--- src/rtl/spi_slave_fsm.sv ---
// SPI slave front end for the single-port RAM: turns MOSI frames into {cmd, payload} words
// and returns RAM read bytes on MISO, MSB first, with the master clocking one bit per clk.
module spi_slave_fsm #(
    parameter int unsigned DATA_W = 8
) (
    input  logic              clk,
    input  logic              rst_n,
    input  logic              SS_n,
    input  logic              MOSI,
    input  logic [DATA_W-1:0] tx_data,
    input  logic              tx_valid,
    output logic [DATA_W+1:0] rx_data,
    output logic              rx_valid,
    output logic              MISO
);

    localparam int unsigned FRAME_W = DATA_W + 2;
    localparam int unsigned CNT_W   = $clog2(FRAME_W);

    typedef enum logic [2:0] {
        ST_IDLE,
        ST_CHK_CMD,
        ST_WRITE,
        ST_READ_ADD,
        ST_READ_DATA
    } state_t;

    state_t               r_state;
    state_t               w_next_state;

    logic [FRAME_W-2:0]   r_shift;
    logic [CNT_W-1:0]     r_bit_cnt;
    logic                 r_frame_done;
    logic                 r_rd_addr_flag;
    logic [FRAME_W-1:0]   r_rx_data;
    logic                 r_rx_valid;

    logic [DATA_W-1:0]    r_tx_sr;
    logic [CNT_W-1:0]     r_tx_cnt;
    logic                 r_tx_active;
    logic                 r_tx_latched;
    logic                 r_miso;

    logic                 w_sample;
    logic                 w_last_bit;
    logic                 w_tx_load;

    // State register
    always_ff @(posedge clk or negedge rst_n) begin
        if (!rst_n) begin
            r_state <= ST_IDLE;
        end else begin
            r_state <= w_next_state;
        end
    end

    // Next-state decode plus per-cycle sample / load strobes
    always_comb begin
        w_next_state = r_state;
        w_sample     = 1'b0;
        w_last_bit   = 1'b0;
        w_tx_load    = 1'b0;

        if (SS_n) begin
            w_next_state = ST_IDLE;
        end else begin
            case (r_state)
                ST_IDLE: begin
                    w_next_state = ST_CHK_CMD;
                end
                ST_CHK_CMD: begin
                    if (!MOSI) begin
                        w_next_state = ST_WRITE;
                    end else if (r_rd_addr_flag) begin
                        w_next_state = ST_READ_DATA;
                    end else begin
                        w_next_state = ST_READ_ADD;
                    end
                end
                ST_WRITE, ST_READ_ADD, ST_READ_DATA: begin
                    w_sample   = !r_frame_done;
                    w_last_bit = !r_frame_done && (r_bit_cnt == '0);
                end
                default: begin
                    w_next_state = ST_IDLE;
                end
            endcase
        end

        // RAM byte is taken once, no earlier than the cycle after the rx_valid strobe
        w_tx_load = !SS_n && (r_state == ST_READ_DATA) && r_frame_done && !r_rx_valid
                    && !r_tx_latched && tx_valid;
    end

    // Frame deserialiser, address-phase flag and MISO serialiser
    always_ff @(posedge clk or negedge rst_n) begin
        if (!rst_n) begin
            r_shift        <= '0;
            r_bit_cnt      <= '0;
            r_frame_done   <= 1'b0;
            r_rd_addr_flag <= 1'b0;
            r_rx_data      <= '0;
            r_rx_valid     <= 1'b0;
            r_tx_sr        <= '0;
            r_tx_cnt       <= '0;
            r_tx_active    <= 1'b0;
            r_tx_latched   <= 1'b0;
            r_miso         <= 1'b0;
        end else begin
            r_rx_valid <= 1'b0;

            if (SS_n) begin
                r_bit_cnt    <= '0;
                r_frame_done <= 1'b0;
                r_tx_cnt     <= '0;
                r_tx_active  <= 1'b0;
                r_tx_latched <= 1'b0;
                r_miso       <= 1'b0;
            end else begin
                if (r_state == ST_CHK_CMD) begin
                    r_shift      <= (FRAME_W-1)'(MOSI);
                    r_bit_cnt    <= CNT_W'(FRAME_W - 2);
                    r_frame_done <= 1'b0;
                end

                if (w_sample) begin
                    r_shift <= {r_shift[FRAME_W-3:0], MOSI};
                    if (w_last_bit) begin
                        r_frame_done <= 1'b1;
                        r_rx_valid   <= 1'b1;
                        r_rx_data    <= {r_shift, MOSI};
                        if (r_state == ST_READ_ADD) begin
                            r_rd_addr_flag <= 1'b1;
                        end
                    end else begin
                        r_bit_cnt <= r_bit_cnt - CNT_W'(1);
                    end
                end

                // First byte bit goes out straight from tx_data so MISO leads by no extra cycle
                if (w_tx_load) begin
                    r_tx_latched <= 1'b1;
                    r_tx_active  <= 1'b1;
                    r_miso       <= tx_data[DATA_W-1];
                    r_tx_sr      <= {tx_data[DATA_W-2:0], 1'b0};
                    r_tx_cnt     <= CNT_W'(DATA_W - 1);
                end else if (r_tx_active) begin
                    if (r_tx_cnt == '0) begin
                        r_tx_active    <= 1'b0;
                        r_miso         <= 1'b0;
                        r_rd_addr_flag <= 1'b0;
                    end else begin
                        r_miso   <= r_tx_sr[DATA_W-1];
                        r_tx_sr  <= {r_tx_sr[DATA_W-2:0], 1'b0};
                        r_tx_cnt <= r_tx_cnt - CNT_W'(1);
                    end
                end
            end
        end
    end

    assign rx_data  = r_rx_data;
    assign rx_valid = r_rx_valid;
    assign MISO     = r_miso;

endmodule

--- config.mk ---
export PLATFORM = sky130hd
export DESIGN_NAME = spi_slave_fsm
export DESIGN_NICKNAME = d
export VERILOG_FILES = /design/src/rtl/spi_slave_fsm.sv
export SDC_FILE = /design/constraint.sdc
export NUM_CORES = 1
export LEC_CHECK = 0
export BUFFER_PORTS_ARGS = -buffer_cell sky130_fd_sc_hd__buf_2
export CAP_MARGIN = 20
export CORE_MARGIN = 2
export CORE_UTILIZATION = 29
export CTS_BUF_LIST = sky130_fd_sc_hd__clkbuf_8 sky130_fd_sc_hd__clkbuf_16
export DETAILED_ROUTE_END_ITERATION = 16
export PLACE_DENSITY_LB_ADDON = 0.25
export SETUP_SLACK_MARGIN = 0.02
export SKIP_LAST_GASP = 1
export SYNTH_ARGS = -nofsm -noshare
export SYNTH_HDL_FRONTEND = slang
export SYNTH_SLANG_ARGS = --single-unit
export TNS_END_PERCENT = 10
--- constraint.sdc ---
create_clock -name clk -period 2.4 [get_ports clk]
set_input_delay 0.24 -clock clk [delete_from_list [all_inputs] [get_ports clk]]
set_output_delay 0.24 -clock clk [all_outputs]
set_load 0.01 [all_outputs]
==> results.txt <==
Top cells by area, synth: dfrtp_1 57%, mux2_2 7.2%, mux2i_1 4.2%, a22o_1 3.7%, a21oi_1 3.5%
Area fraction of the dominant cell type after synthesis: 0.571
Endpoints failing setup: 0
Final-report hold violation count: 0
Routed len/inst: 13.4 um
WP data required: 2.58 ns
Skew final: 0.00815 ns
YS warnings: 0
Num CTS Buffers: 5
Total global routing overflow: 0
Initial drt markers: 29
Clock latency on the worst-skew pair: 0.30 ns
Setup Buffers After CTS: 0
Area leader, netlist: dfrtp_1
Layout area overhead: 16.9%
Period utilisation layout: 0.838
CP startpoint kind: register
Initial antenna violation count: 0
Worst path max stage delay: 0.58 ns
Routed wire length: 3590 um
Lkg Pwr: 0.00107 uW
Top-count cell post-synth: dfrtp_1
Flops & latches, synth: 43
First-pass GRT wire length: 6620 um
Final GP Congestion: 0.721
Worst-margin pin slew: 0.730 ns
Fmax: 497 MHz
FFs w/ async S/R, synth: 1.00
CORE AREA: 0.00631 mm^2
Worst Hold Class: in2reg
Max cap viols: 0
# port buffers: 24
Seq/Total Area, Yosys: 0.571
Mapped cell area: 0.00189 mm^2
CTS Buffer Depth: 2
Drt drc: 0
Number of global-route vias before repair: 1389
Initial cell density of the core: 0.299
Detailed placer's ending HPWL: 2520 um
Final min period: 2.01 ns
RSZ-0062 raised after global routing: no
Post-synth EDFFs: 0
Slew Viols, Final: 0
Post-Syn Instances: 161
Mapped Avg Cell Area: 11.7 um^2
Critical path cell sequence: or4b_4, a21oi_2, nand3_1, inv_2, mux2_2
# IOs: 25
Floorplan die height: 84.6 um
Setup ws final: 0.390 ns
FILL cells: 663
Peak VDD IR: 0.455 mV
Slew HR: 0.513
GRT Total Usage: 0.115
Yosys cell types: 36
Final TNS setup: 0 ns
FP Rows: 29
Via count: 1297
Non-Filler Instances: 269
Synthesized net count: 177
Final nets: 207
Top_reg_cell synth: dfrtp_1
Arrival @ worst endpoint: 2.19 ns
CTS tree: yes
Pin count of the biggest net entering global routing: 29
Die ar.: 0.00716 mm^2
WS Path Type: reg2reg
Run status: complete, no violations
Clock slew at reported path FFs: 0.09 ns
TritonCTS Sinks: 43
CP Capture Type: register
Share of layout cells above drive strength 1: 0.276
Placed instance count: 260
DP Worst Slack: 0.394 ns
Root buf cell: clkbuf_8
Crit-path max FO: 12
Vias per inst: 4.82
Post-synth top cells: 43 x dfrtp_1, 13 x a21oi_1, 12 x mux2_2, 12 x nor2_1, 10 x inv_1
Drt first pass iters: 4
Ant. Diodes: 0
PD cells: 824 mW/mm^2
Die width: 84.6 um
Antenna-violating nets left: 0
H-Tree Depth: 2
Crit-path slowest cell: or4b_4
sequential cells by signal, indices dropped and copies added, names as in the netlist:
register	flops
r_frame_done	1
r_tx_latched	1
r_tx_sr	7
r_state	3
r_tx_cnt	4
r_bit_cnt	4
rx_valid	1
r_shift	9
r_rd_addr_flag	1
MISO	1
r_tx_active	1
rx_data	10
cell type report:
class / instances / area [um^2] / area share
clock inverter: 3 / 23.8 / 0.0108
timing repair buffer: 29 / 160 / 0.0727
multi-input combinational: 101 / 737 / 0.334
tap: 77 / 96.3 / 0.0437
clock buffer: 5 / 68.8 / 0.0312
inverter: 11 / 41.3 / 0.0187
sequential: 43 / 1080 / 0.488
layer usage:
metal / global-route usage / vias to the layer above / routed length (um)
li1: - / 632 / -
met1: 0.157 / 626 / 1730
met2: 0.176 / 33 / 1610
met3: 0.0344 / 6 / 184
met4: 0.0390 / 0 / 65
met5: 0 / - / 0
worst max-delay path, delay by kind of cell (launching register included):
kind	cells	cell delay, ns
and+or+nand+nor	2	0.70
DFF	1	0.43
muxes	1	0.37
buffers and inverters	1	0.23
AOI/OAI and AO/OA	1	0.16
power breakdown:
group	internal, uW	switching [uW]
logic	197	199
clock network	208	263
registers	849	99.1
total	1250	561
cell usage in the layout (no fill, tap or decap):
cell type	n
a2111oi_2	1
a211oi_1	1
a21o_1	1
a21oi_1	13
a21oi_2	1
a221oi_1	1
a22o_1	8
a22oi_1	1
a31oi_1	2
a41oi_1	1
buf_2	24
buf_4	4
clkbuf_8	5
clkinvlp_4	2
dfrtp_1	43
dlygate4sd3_1	1
ha_1	3
inv_1	10
inv_2	1
inv_6	1
mux2_2	12
mux2i_1	8
nand2_1	6
nand2b_1	3
nand3_1	3
nand4_1	1
nor2_1	12
nor2b_1	2
nor3_1	4
nor3b_1	3
nor4bb_1	1
o21ai_0	6
o2bb2ai_1	1
or3b_1	1
or4b_2	1
or4b_4	1
or4bb_1	1
xnor2_1	2
final timing paths:
check	start	endpoint	slack [ns]	cells after the start
setup / recovery	r_state[0]	rx_data[3]	0.39	5
hold reg to reg	r_bit_cnt[3]	r_bit_cnt[3]	0.50	1
setup reg to reg	r_state[0]	rx_data[3]	0.39	5
max in group asynchronous	rst_n	r_tx_sr[5]	1.34	3
hold / removal	tx_data[0]	r_tx_sr[1]	0.17	2
min in group asynchronous	rst_n	rx_data[5]	0.38	2
logic make-up after synthesis:
group / count (synthesis) / synth area share
buffers and inverters: 17 / 0.0385
XOR/XNOR: 2 / 0.00929
flip-flops: 43 / 0.571
adder cells (fa/ha/maj): 3 / 0.0199
multiplexers: 20 / 0.114
AO/OA/AOI/OAI: 37 / 0.133
AND/OR/NAND/NOR: 39 / 0.115
per-stage QoR:
stage	power, uW	utilization	cell area [um^2]	hold slack (ns)
floorplan	1220	-	1890	-0.0556
global placement	1350	0.333	2100	0.176
detailed placement	1360	0.333	2100	0.179
CTS	1840	0.349	2200	0.168
global route	1950	0.349	2200	0.167
finish	1810	0.349	2200	0.173
what timing repair did:
action / in CTS / in global routing
hold buffers: 1 / 0
resized for setup: 0 / 0
hold endpoints to repair: 15 / 0
Power figures use the tool's default switching activity.
